### config.mk
export PLATFORM = sky130hd
export DESIGN_NAME = clarvi_soc_mem_arbiter
export DESIGN_NICKNAME = d
export VERILOG_FILES = /design/src/rtl/clarvi_soc_mem_arbiter.sv
export SDC_FILE = /design/constraint.sdc
export NUM_CORES = 1
export LEC_CHECK = 0
export CORE_MARGIN = 8
export CORE_UTILIZATION = 23
export DETAILED_ROUTE_END_ITERATION = 16
export PLACE_DENSITY = 0.82
export SKIP_CTS_REPAIR_TIMING = 1
export SYNTH_ARGS = -nofsm -noshare
export SYNTH_HDL_FRONTEND = slang
export SYNTH_SLANG_ARGS = --single-unit
### constraint.sdc
create_clock -name clk -period 2.27 [get_ports clk]
set_input_delay 0.3405 -clock clk [delete_from_list [all_inputs] [get_ports clk]]
set_output_delay 0.3405 -clock clk [all_outputs]
set_load 0.01 [all_outputs]
### src/rtl/clarvi_soc_mem_arbiter.sv
// Two-master round-robin arbiter with bounded burst hold in front of one on-chip
// RAM port; a read-tag pipe steers each readdatavalid back to its issuing master.
module clarvi_soc_mem_arbiter #(
    parameter int ADDR_W       = 14,
    parameter int DATA_W       = 32,
    parameter int READ_LATENCY = 1,
    parameter int MAX_BURST    = 4
) (
    input  logic                clk,
    input  logic                reset_n,

    input  logic [ADDR_W-1:0]   m0_address,
    input  logic [DATA_W/8-1:0] m0_byteenable,
    input  logic                m0_read,
    input  logic                m0_write,
    input  logic [DATA_W-1:0]   m0_writedata,
    output logic                m0_waitrequest,
    output logic [DATA_W-1:0]   m0_readdata,
    output logic                m0_readdatavalid,

    input  logic [ADDR_W-1:0]   m1_address,
    input  logic [DATA_W/8-1:0] m1_byteenable,
    input  logic                m1_read,
    input  logic                m1_write,
    input  logic [DATA_W-1:0]   m1_writedata,
    output logic                m1_waitrequest,
    output logic [DATA_W-1:0]   m1_readdata,
    output logic                m1_readdatavalid,

    output logic [ADDR_W-1:0]   mem_address,
    output logic [DATA_W/8-1:0] mem_byteenable,
    output logic                mem_chipselect,
    output logic                mem_write,
    output logic [DATA_W-1:0]   mem_writedata,
    input  logic [DATA_W-1:0]   mem_readdata,

    output logic                err
);

    localparam int               CNT_W   = $clog2(MAX_BURST + 1);
    localparam logic [CNT_W-1:0] CNT_MAX = CNT_W'(MAX_BURST);
    localparam logic [CNT_W-1:0] CNT_ONE = CNT_W'(1);

    logic                    cur;
    logic [CNT_W-1:0]        cnt;
    logic                    req0, req1, req_cur, req_oth;
    logic                    grant_valid, grant_id;
    logic                    xfer, g_read, g_write;
    logic [READ_LATENCY-1:0] rd_valid, rd_id;
    logic                    err_q;

    assign req0    = m0_read | m0_write;
    assign req1    = m1_read | m1_write;
    assign req_cur = cur ? req1 : req0;
    assign req_oth = cur ? req0 : req1;

    // NOTE: every variable written in always_comb gets a default first, so no latch is inferred.
    always_comb begin
        grant_valid = 1'b0;
        grant_id    = cur;
        if (req_cur && (!req_oth || cnt < CNT_MAX)) begin
            grant_valid = 1'b1;
        end else if (req_oth) begin
            grant_valid = 1'b1;
            grant_id    = ~cur;
        end
    end

    // A granted master is by construction requesting, so every grant is a transfer.
    assign xfer    = grant_valid & reset_n;
    assign g_read  = grant_id ? m1_read  : m0_read;
    assign g_write = grant_id ? m1_write : m0_write;

    assign mem_address    = (grant_valid && grant_id) ? m1_address    : m0_address;
    assign mem_byteenable = (grant_valid && grant_id) ? m1_byteenable : m0_byteenable;
    assign mem_writedata  = (grant_valid && grant_id) ? m1_writedata  : m0_writedata;
    assign mem_chipselect = xfer;
    assign mem_write      = xfer & g_write;

    assign m0_waitrequest = ~(grant_valid & ~grant_id) | ~reset_n;
    assign m1_waitrequest = ~(grant_valid &  grant_id) | ~reset_n;

    // NOTE: all state uses non-blocking assignments so every flop samples pre-edge values;
    // the tag pipe is reset so responses in flight at reset are dropped (the RAM array needs no reset).
    always_ff @(posedge clk or negedge reset_n) begin
        if (!reset_n) begin
            cur      <= 1'b0;
            cnt      <= '0;
            rd_valid <= '0;
            rd_id    <= '0;
            err_q    <= 1'b0;
        end else begin
            if (xfer) begin
                if (grant_id == cur) begin
                    if (cnt != CNT_MAX) cnt <= cnt + CNT_ONE;
                end else begin
                    cur <= grant_id;
                    cnt <= CNT_ONE;
                end
                if (g_read && g_write) err_q <= 1'b1;
            end
            // A simultaneous read+write performs only the write.
            rd_valid[0] <= xfer & g_read & ~g_write;
            rd_id[0]    <= grant_id;
            for (int i = 1; i < READ_LATENCY; i++) begin
                rd_valid[i] <= rd_valid[i-1];
                rd_id[i]    <= rd_id[i-1];
            end
        end
    end

    assign m0_readdatavalid = rd_valid[READ_LATENCY-1] & ~rd_id[READ_LATENCY-1];
    assign m1_readdatavalid = rd_valid[READ_LATENCY-1] &  rd_id[READ_LATENCY-1];
    assign m0_readdata      = mem_readdata;
    assign m1_readdata      = mem_readdata;
    assign err              = err_q;

endmodule

# --- Word level (Yosys, flattened, before mapping) ---
# Index checks and enable logic that the tools add are counted.
word_totals:
  ff_bits: 7
  input_bits: 138
  elab_cells: 51
op_classes:
  addsub: 1
  magnitude_cmp: 1
  eq_ne: 3
  muxes: 13
  bitwise_logic: 20
  reduce_logical: 8
op_table:
  columns: ["cell", "count"]
  rows:
  - ["two-way mux 32 bit", 1]
  - ["two-way mux 14 bit", 1]
  - ["AND 1 bit", 8]
  - ["two-way mux 1 bit", 8]
  - ["inverter 1 bit", 8]
  - ["two-way mux 3 bit", 2]
  - ["AND reduction 2 bit", 3]
  - ["two-way mux 4 bit", 1]
  - ["bitwise OR 1 bit", 4]
  - ["adder 3 x 1 -> 3 bit, second input constant", 1]
  - ["logical AND 1 bit", 3]
  - ["< comparator 3 bit, second input constant", 1]
  - ["!= test 3 bit, second input constant", 1]
  - ["!= test 2 x 1 -> 1 bit, second input constant", 1]
  - ["== test 1 bit", 1]
  - ["zero test 1 bit", 1]
  - ["logical OR 1 bit", 1]

# --- Logic depth before layout (Yosys ltp) ---
# Gate-level depths: netlist of run 1.
depth:
  depth_word: 10
  mapped_depth: 6
  depth_no_buf: 6

# --- Worst setup path after synthesis of run 1 ---
# OpenSTA, ideal clock, no wires.
synth_timing:
  kind: "reg-to-output"
  startpoint: "reg cur"
  endpoint: "out mem_address[0]"
  arrival_ns: 1.431
  setup_slack_ns: 0.499
  path_stages_with_launch: 6
  n_path_buf: 2
  path_cell_list: "dfrtp_1 -> buf_6 -> xor2_4 -> o21ai_4 -> buf_6 -> mux2_2"
synth_via:
  elab_chain_cells: 7
synth_lines:
  columns: ["element", "line_no", "source"]
  rows:
  - ["from (decl)", "44", "logic cur;"]
  - ["from (signal assigned)", "97", "cur <= grant_id;"]
  - ["two-way mux 1 bit", "55", "assign req_oth = cur ? req0 : req1;"]
  - ["zero test 1 bit", "61", "if (req_cur && (!req_oth || cnt < CNT_MAX)) begin"]
  - ["logical OR 1 bit", "61", null]
  - ["logical AND 1 bit", "61", null]
  - ["two-way mux 1 bit", "61", null]
  - ["logical AND 1 bit (*)", "74", "assign mem_address = (grant_valid && grant_id) ? m1_address : m0_address;"]
  - ["two-way mux 14 bit (*)", "74", null]
  - ["to (decl)", "30", "output logic [ADDR_W-1:0] mem_address,"]
# Every way passes the cells marked *; elsewhere a longest branch is shown, timed or not.

# --- Worst setup path in the final report of run 1 ---
layout_timing:
  startpoint: "reg cnt[2]"
  endpoint: "out mem_writedata[13]"
layout_via:
  elab_chain_cells: 6
layout_lines:
  columns: ["element", "line_no", "source"]
  rows:
  - ["from (decl)", "45", "logic [CNT_W-1:0] cnt;"]
  - ["from (signal assigned)", "95", "if (cnt != CNT_MAX) cnt <= cnt + CNT_ONE;"]
  - ["< comparator 3 bit (*)", "61", null]
  - ["logical OR 1 bit (*)", "61", null]
  - ["logical AND 1 bit (*)", "61", null]
  - ["two-way mux 1 bit", "61", null]
  - ["logical AND 1 bit (*)", "76", "assign mem_writedata = (grant_valid && grant_id) ? m1_writedata : m0_writedata;"]
  - ["two-way mux 32 bit (*)", "76", null]
  - ["to (decl)", "34", "output logic [DATA_W-1:0] mem_writedata,"]
# Marked as above.

==> metrics.txt, run 1 <==
status=complete, but fails checks; failing checks=setup timing; Final Hold Viols=0; Sw Share=34.5%; combinational share of power=87.6%; worst skew pair latency=around 0.22 ns; Top cell by count, worst path=buf_6; internal power=2.07 mW; Seq pwr share=6.7%; Hold Crit Class=reg2reg; Die Span X=101 um; worst-margin pin slew=~0.23 ns; global-route wire length before repair=between 10,000 and 15,000 um; Initial Utilization=a little under a quarter; # diodes=0; core area=7100 um^2; RSZ-0062 raised after global routing=yes; Die H=slightly above 100 um; Yosys warning count=0; slowest CP cell=dfrtp_2; Post-Syn Instances=roughly 180; critical path's largest stage delay=around 0.43 ns; Syn Std Cell Area=around 1700 um^2; final setup violating endpoints=13; met3 Usage GRT=6.35%; # fillers=593; Routed Antenna Nets=0; I/O pin count=roughly 260; Syn Nets=~320; Clock Power Share=about 5.6%; vias per cell=4.31; initial antenna violation count=0; fmax=0.422 GHz; fraction of layout cells with a size suffix above 1=approximately 47%; First-pass DRT Iterations=4; FP Rows=31; synthesis-stage register bit count=7; fin crit period=2.37 ns; DP Wirelength=6650 um; GR Util met1=15.3%; Avg Inst Size Synth=slightly above 9 um^2; Placed Instances=around 400; Max Slew Vio Count=0; ys flop type=dfrtp_1; met2 Track Usage GR=approximately 23%; worst path arrival time=2.03 ns; H-tree lvl count=1; clock root buffer=clkbuf_8; IO Port Bufs=162; CTS tree=built; WL final=~9100 um; Non-Filler Instances=~430; Worst setup SP type=flop; # clock sinks=7; overall global routing resource usage=a little over an eighth; Layout Nets=approximately 480; Routed wire per std cell=21.1 um; area grow syn2layout=117%; gr ovfl total=0; max-cap violations=0; P_leak=roughly 1.8 nW; Worst setup EP type=primary output; post-synthesis cell type count=31; sequential area share after synthesis=about a tenth; worst setup margin=-0.0973 ns; Async SR Flop Fraction=between 90% and 100%; crit path cell chain=xor2_4 -> o21ai_4 -> buf_12 -> buf_6 -> clkbuf_16 -> buf_6 -> buf_6 -> mux2_4 -> buf_6; Slew Limit Headroom=84.5%; Cell Pwr Density=just under 900 nW/um^2; Post-route DRC=0; largest net degree at the start of global routing=27; Longest Clk Path Bufs=2; Post-synth EDFFs=0; GP Congestion=around 0.90; final hold slack=between 0.4 and 0.5 ns; total number of vias=around 1,900; Req. time, crit path=between 1.5 and 2 ns; Num CTS Buffers=3; skew final=about 0.0014 ns; Final Cycle Share=104%; critical-path maximum fanout=8; Max VDD drop=0.278 mV; Worst-path clk slew=~0.04 ns; number of global-route vias before repair=approximately 1,700; initial DRC count=113; Die Area=10,200 um^2; Crit Path Category=reg2out; GR peak layer=met2; NetSw=1.09 mW
routing by layer:
| layer | vias up | routed length, um |
|---|---|---|
| met3 | 12 | 1050 |
| met4 | 0 | 91 |
| met2 | 130 | 4500 |
| li1 | 863 | - |
| met1 | 863 | 3490 |
| met5 | - | 0 |
final cells by class:
| type | instances | area, um^2 | area share (%) |
|---|---|---|---|
| Tap cell | 99 | 124 | 3.44 |
| Clock buffer | 4 | 45.0 | 1.25 |
| Sequential cell | 7 | 178 | 4.94 |
| Inverter | 4 | 15.0 | 0.417 |
| Multi-Input combinational cell | 100 | 1020 | 28.4 |
| Timing Repair Buffer | 219 | 2210 | 61.5 |
placed cells by master (no fill, tap or decap), types with 3 or more instances in the layout:
master           instances
buf_4                   35
dlymetal6s2s_1          20
mux2_2                  22
mux2_4                  28
inv_1                    4
clkdlybuf4s50_1        106
dfrtp_1                  5
clkbuf_8                 3
buf_6                   43
o211ai_1                 4
a21oi_1                  5
nand2_1                  8
clkbuf_2                 9
critical path: cells and delay by family (launching register included):
kind,cells,cell delay (ns)
muxes,1,0.31
xor gates and xnor gates,1,0.20
DFF,1,0.43
AOI/OAI and AO/OA,1,0.17
buffers and inverters,6,0.68
synthesized netlist by cell type (2+ instances only):
cell / count / area, um^2
a21boi_0: 2 / 15.0
a21oi_1: 7 / 35.0
buf_4: 65 / 488
buf_6: 6 / 67.6
dfrtp_1: 7 / 175
ha_1: 2 / 25.0
inv_1: 4 / 15.0
mux2_2: 47 / 529
mux2_4: 3 / 45.0
nand2_1: 8 / 30.0
nand4_1: 2 / 12.5
nor2_1: 3 / 11.3
nor2b_1: 2 / 12.5
o211ai_1: 4 / 30.0
o21ai_0: 2 / 10.0
o31ai_1: 2 / 15.0
or2_2: 2 / 12.5
state kept, by name, indices dropped and copies added, names as in the netlist:
register	cells
cnt	3
cur	1
err	1
rd_id	1
rd_valid	1
final timing paths:
| check | from | endpoint | slack (ns) | depth (start not counted) |
|---|---|---|---|---|
| max reg2reg | cur$_DFFE_PN0P_ | cur$_DFFE_PN0P_ | 0.84 | 7 |
| min reg2reg | err$_DFFE_PN0P_ | err$_DFFE_PN0P_ | 0.45 | 1 |
| max | cnt[2]$_DFFE_PN0P_ | mem_writedata[13] | -0.1 | 9 |
| min in group asynchronous | reset_n | cur$_DFFE_PN0P_ | 0.50 | 2 |
| min | err$_DFFE_PN0P_ | err$_DFFE_PN0P_ | 0.45 | 1 |
| max in group asynchronous | reset_n | cnt[2]$_DFFE_PN0P_ | 1.61 | 2 |
power by group through the flow:
stage,logic [mW],registers [mW],clock network (mW)
after floorplan,1.14,0.187,0
after global placement,1.92,0.208,0
after detailed placement,1.94,0.212,0
after CTS,1.95,0.211,0.184
after global routing,2.92,0.221,0.190
final,2.76,0.213,0.177
through the flow:
step / TNS (ns) / instance area [um^2] / worst slack (ns) / utilization, % / total power [mW]
6_report: -0.810 / 3600 / -0.0973 / 50.7 / 3.15
3_3_place_gp: -17.73 / 3020 / -0.404 / 42.5 / 2.12
2_1_floorplan: 0 / 1660 / 0.499 / - / 1.33
3_5_place_dp: -19.76 / 3020 / -0.436 / 42.5 / 2.16
5_1_grt: -2.36 / 3600 / -0.156 / 50.7 / 3.33
4_1_cts: -20.07 / 3060 / -0.445 / 43.2 / 2.35
cells by family after synthesis:
family	share of synthesized area, %
fa+ha+maj	1.51
compound gates	9.74
flops	10.6
mux	34.6
xor+xnor	2.19
simple gates	6.94
buf+inv	34.4
No activity file was read; power rests on OpenSTA's default activity.
==> run 2: changes to the inputs <==
Settings changed: CORE_ASPECT_RATIO set to 0.8.
==> metrics.txt, run 2 (synthesis results as in run 1) <==
area grow syn2layout=80.3%; Worst setup SP type=flop; Worst-path clk slew=roughly 0.040 ns; Routed wire per std cell=between 20 and 25 um; top routing layer in use=met4; total number of vias=1,715; worst path arrival time=between 1.5 and 2 ns; max reg flops=3; Max Slew Vio Count=0; P_leak=approximately 1.3 nW; max-cap violations=0; routed wl met2=~3900 um; Final Cell Area=2990 um^2; pre-CTS setup slack=-0.405 ns; WL final=between 8000 and 9000 um; fin crit period=roughly 2.2 ns; Crit Path Category=reg2out; worst skew pair latency=between 0.2 and 0.25 ns; clock root buffer=clkbuf_8; post-layout util=between 40% and 50%; worst-case reg-to-reg path depth=6; final hold slack=roughly 0.45 ns; Req. time, crit path=1.93 ns; hold depth=1; core area=6930 um^2; GP Congestion=0.830; worst-margin pin slew=around 0.2 ns; First-pass DRT Iterations=4; placed inst area=between 2000 and 3000 um^2; Initial Utilization=between 20% and 30%; critical path's largest stage delay=~0.43 ns; Post-route DRC=0; most frequent cells in the layout=107 x clkdlybuf4s50_1, 47 x mux2_2, 42 x clkbuf_2; FP Rows=27; Layout Nets=441; Longest Clk Path Bufs=2; DP Wirelength=roughly 6500 um; largest net degree at the start of global routing=32; overall global routing resource usage=13.7%; Worst setup EP type=primary output; IO Port Bufs=between 150 and 200; Final Cycle Share=a little over nine tenths; crit path cell chain=xor2_4 -> o21ai_4 -> buf_12 -> clkbuf_16 -> mux2_2 -> clkbuf_2; Max VDD drop=0.279 mV; fraction of layout cells with a size suffix above 1=between 40% and 50%; met3 routed WL=approximately 800 um; Die H=91.9 um; slowest CP cell=dfrtp_1; overall power=roughly 2.3 mW; # diodes=0; setup TNS=0 ns; number of global-route vias before repair=between 1,500 and 2,000; Slew Limit Headroom=86.7%; wire length on met1=about 3200 um; Cell Pwr Density=~780 nW/um^2; Num CTS Buffers=3; Die Span X=111 um; fmax=approximately 0.45 GHz; H-tree lvl count=1; skew final=approximately 0.0032 ns; final setup violating endpoints=0; vias per cell=approximately 4.4; Placed Instances=approximately 380; Most flops, register=cnt; Final Hold Viols=0; I/O pin count=259; critical-path maximum fanout=8; Routed Antenna Nets=0; # clock sinks=7; initial DRC count=97; most common cell after layout, fill and taps aside=clkdlybuf4s50_1; Non-Filler Instances=387; worst setup margin=0.0608 ns; initial antenna violation count=0; global-route wire length before repair=around 11,000 um; gr ovfl total=0; Hold Crit Class=reg2reg; status=complete, no violations; CTS tree=built; Die Area=roughly 10,000 um^2
-- run 2: changes by cell type in the layout (fill, tap and decap cells not counted), moves of 2 or more --
cell	before	now
buf_6	43	2
dfrtp_1	5	7
clkbuf_2	9	42
mux2_4	28	3
dlymetal6s2s_1	20	11
dfrtp_2	2	0
mux2_2	22	47
buf_4	35	15
-- run 2: final timing paths --
| check | end | slack, ns | startpoint |
|---|---|---|---|
| setup reg to reg | cur$_DFFE_PN0P_ | 0.94 | cur$_DFFE_PN0P_ |
| setup / recovery | mem_writedata[3] | 0.06 | cur$_DFFE_PN0P_ |
| hold / removal | err$_DFFE_PN0P_ | 0.45 | err$_DFFE_PN0P_ |
| hold reg to reg | err$_DFFE_PN0P_ | 0.45 | err$_DFFE_PN0P_ |
| max in group asynchronous | cnt[2]$_DFFE_PN0P_ | 1.61 | reset_n |
| min in group asynchronous | cur$_DFFE_PN0P_ | 0.52 | reset_n |
-- run 2: cell type report --
cell class	instances	area, um^2
Timing Repair Buffer	185	1710
Multi-Input combinational cell	100	936
Tap cell	87	109
Inverter	4	15.0
Sequential cell	7	175
Fill cell	667	3940
Clock buffer	4	45.0
-- run 2: routing by layer --
| layer | vias up | GRT usage, % |
|---|---|---|
| met4 | 0 | 3.25 |
| met3 | 15 | 6.51 |
| met2 | 123 | 22.8 |
| met1 | 778 | 15.5 |
| met5 | - | 0 |
| li1 | 799 | - |
-- run 2: power by group --
| group | switching, mW | internal [mW] | leakage, nW |
|---|---|---|---|
| clock network | 0.0550 | 0.122 | 0.0228 |
| logic | 0.816 | 1.14 | 1.24 |
| registers | 0.0423 | 0.167 | 0.0814 |
-- run 2: worst max-delay path, delay by kind of cell (launching register included) --
family	cells	cell delay [ns]
DFF	1	0.43
buffers and inverters	3	0.43
muxes	1	0.34
xor gates and xnor gates	1	0.22
AOI/OAI and AO/OA	1	0.20
==> run 3: changes to the inputs <==
Settings changed: CTS_CLUSTER_DIAMETER set to 100, PLACE_DENSITY 0.82 to 0.89.
==> metrics.txt, run 3 (synthesis results as in run 1) <==
worst path arrival time=~1.9 ns; Worst-path clk slew=approximately 0.050 ns; H-tree lvl count=1; P_leak=around 1.4 nW; Die Span X=about 110 um; Cell Pwr Density=a little under 800 nW/um^2; most common cell after layout, fill and taps aside=clkdlybuf4s50_1; Final Hold Viols=0; reg2reg setup slack=~0.80 ns; Req. time, crit path=between 1.5 and 2 ns; Routed wire per std cell=a little under 20 um; worst skew pair latency=around 0.23 ns; critical-path maximum fanout=7; largest net degree at the start of global routing=30; Placed Instances=about 380; initial DRC count=between 40 and 50; WL final=about 7700 um; I/O pin count=259; Crit path depth=7; CP top delay family=buffers and inverters; CTS tree=built; max-cap violations=0; Hold Crit Class=in2async; Most flops, register=cnt; status=complete, no violations; FP Rows=27; overall global routing resource usage=12.8%; Num CTS Buffers=3; area grow syn2layout=81.8%; total number of vias=between 1,500 and 2,000; DP Wirelength=between 6000 and 7000 um; fin crit period=between 2 and 2.5 ns; clock root buffer=clkbuf_8; global-route wire length before repair=10,500 um; Slew Limit Headroom=between 80% and 90%; Max VDD drop=slightly below 0.3 mV; worst-margin pin slew=between 0.2 and 0.25 ns; Worst setup EP type=primary output; Longest Clk Path Bufs=2; fraction of layout cells with a size suffix above 1=between 40% and 50%; Worst setup SP type=input port; GP Congestion=just over 0.8; slowest CP cell=clkdlybuf4s50_1; core area=approximately 6900 um^2; beginning of the critical path=m1_write; Layout Nets=about 440; vias per cell=4.42; Initial Utilization=a little under a quarter; Routed Antenna Nets=0; Die H=between 90 and 100 um; final setup violating endpoints=0; Die Area=10,200 um^2; Max Slew Vio Count=0; reg2reg start=cur$_DFFE_PN0P_; RR Endpoint=cur$_DFFE_PN0P_; crit path cell chain=clkdlybuf4s50_1 -> or2_4 -> o21ai_4 -> buf_6 -> clkbuf_16 -> mux2_2 -> clkbuf_2; number of global-route vias before repair=between 1,500 and 2,000; initial antenna violation count=0; max reg flops=3; fmax=roughly 0.44 GHz; # clock sinks=7; gr ovfl total=0; Post-route DRC=0; Final Cycle Share=slightly below 100%; First-pass DRT Iterations=4; pre-CTS setup slack=-0.388 ns; most frequent cells in the layout=108 x clkdlybuf4s50_1, 46 x mux2_2, 43 x clkbuf_2; Non-Filler Instances=390; # diodes=0; worst-case reg-to-reg path depth=7; RSZ-0062 raised after global routing=yes; CP Capture Point=mem_writedata[4]; skew final=~0.0013 ns; worst setup margin=0.0187 ns; CP bufs+invs=4; Crit Path Category=in2out; IO Port Bufs=approximately 160; critical path's largest stage delay=0.42 ns
## run 3: cell type report
type                    instances  area, um^2
well taps                      87         109
repair buffers                188        1730
fillers                       672        3910
clock buffers                   4        45.0
multi-input cells             100         940
inverters                       4        15.0
flip-flops and latches          7         176
## run 3: worst min-delay path by stage
| stage | from | endpoint | slack (ns) | cells after the start |
|---|---|---|---|---|
| 3_3_place_gp | err$_DFFE_PN0P_ | err$_DFFE_PN0P_ | 0.44 | 1 |
| 6_report | reset_n | cnt[2]$_DFFE_PN0P_ | 0.33 | 1 |
| 5_1_grt | reset_n | cnt[2]$_DFFE_PN0P_ | 0.34 | 1 |
| 4_1_cts | reset_n | cnt[2]$_DFFE_PN0P_ | 0.33 | 1 |
| 2_1_floorplan | reset_n | cnt[0]$_DFFE_PN0P_ | 0.04 | 0 |
| 3_5_place_dp | err$_DFFE_PN0P_ | err$_DFFE_PN0P_ | 0.45 | 1 |
## run 3: stage by stage
step                      cell area (um^2)  setup TNS, ns  hold WS (ns)  total power [mW]  utilization (%)
after global placement                2990         -16.10         0.444              2.08             43.1
after detailed placement              2990         -17.63         0.452              2.14             43.1
after CTS                             3030         -17.22         0.328              2.33             43.8
final                                 3010              0         0.330              2.38             43.5
after global routing                  3010         -0.138         0.336              2.54             43.5
after floorplan                       1660              0        0.0449              1.33                -
## run 3: power breakdown
group | switching [mW] | internal, mW
Clock | 0.0645 | 0.122
Combinational | 0.829 | 1.15
Sequential | 0.0434 | 0.168
Total | 0.937 | 1.45
## run 3: layer usage
metal,vias up,wire length [um],global-route usage (%)
li1,804,-,-
met1,787,2630,11.7
met2,121,4160,23.6
met3,13,825,7.42
met4,0,112,4.04
met5,-,0,0
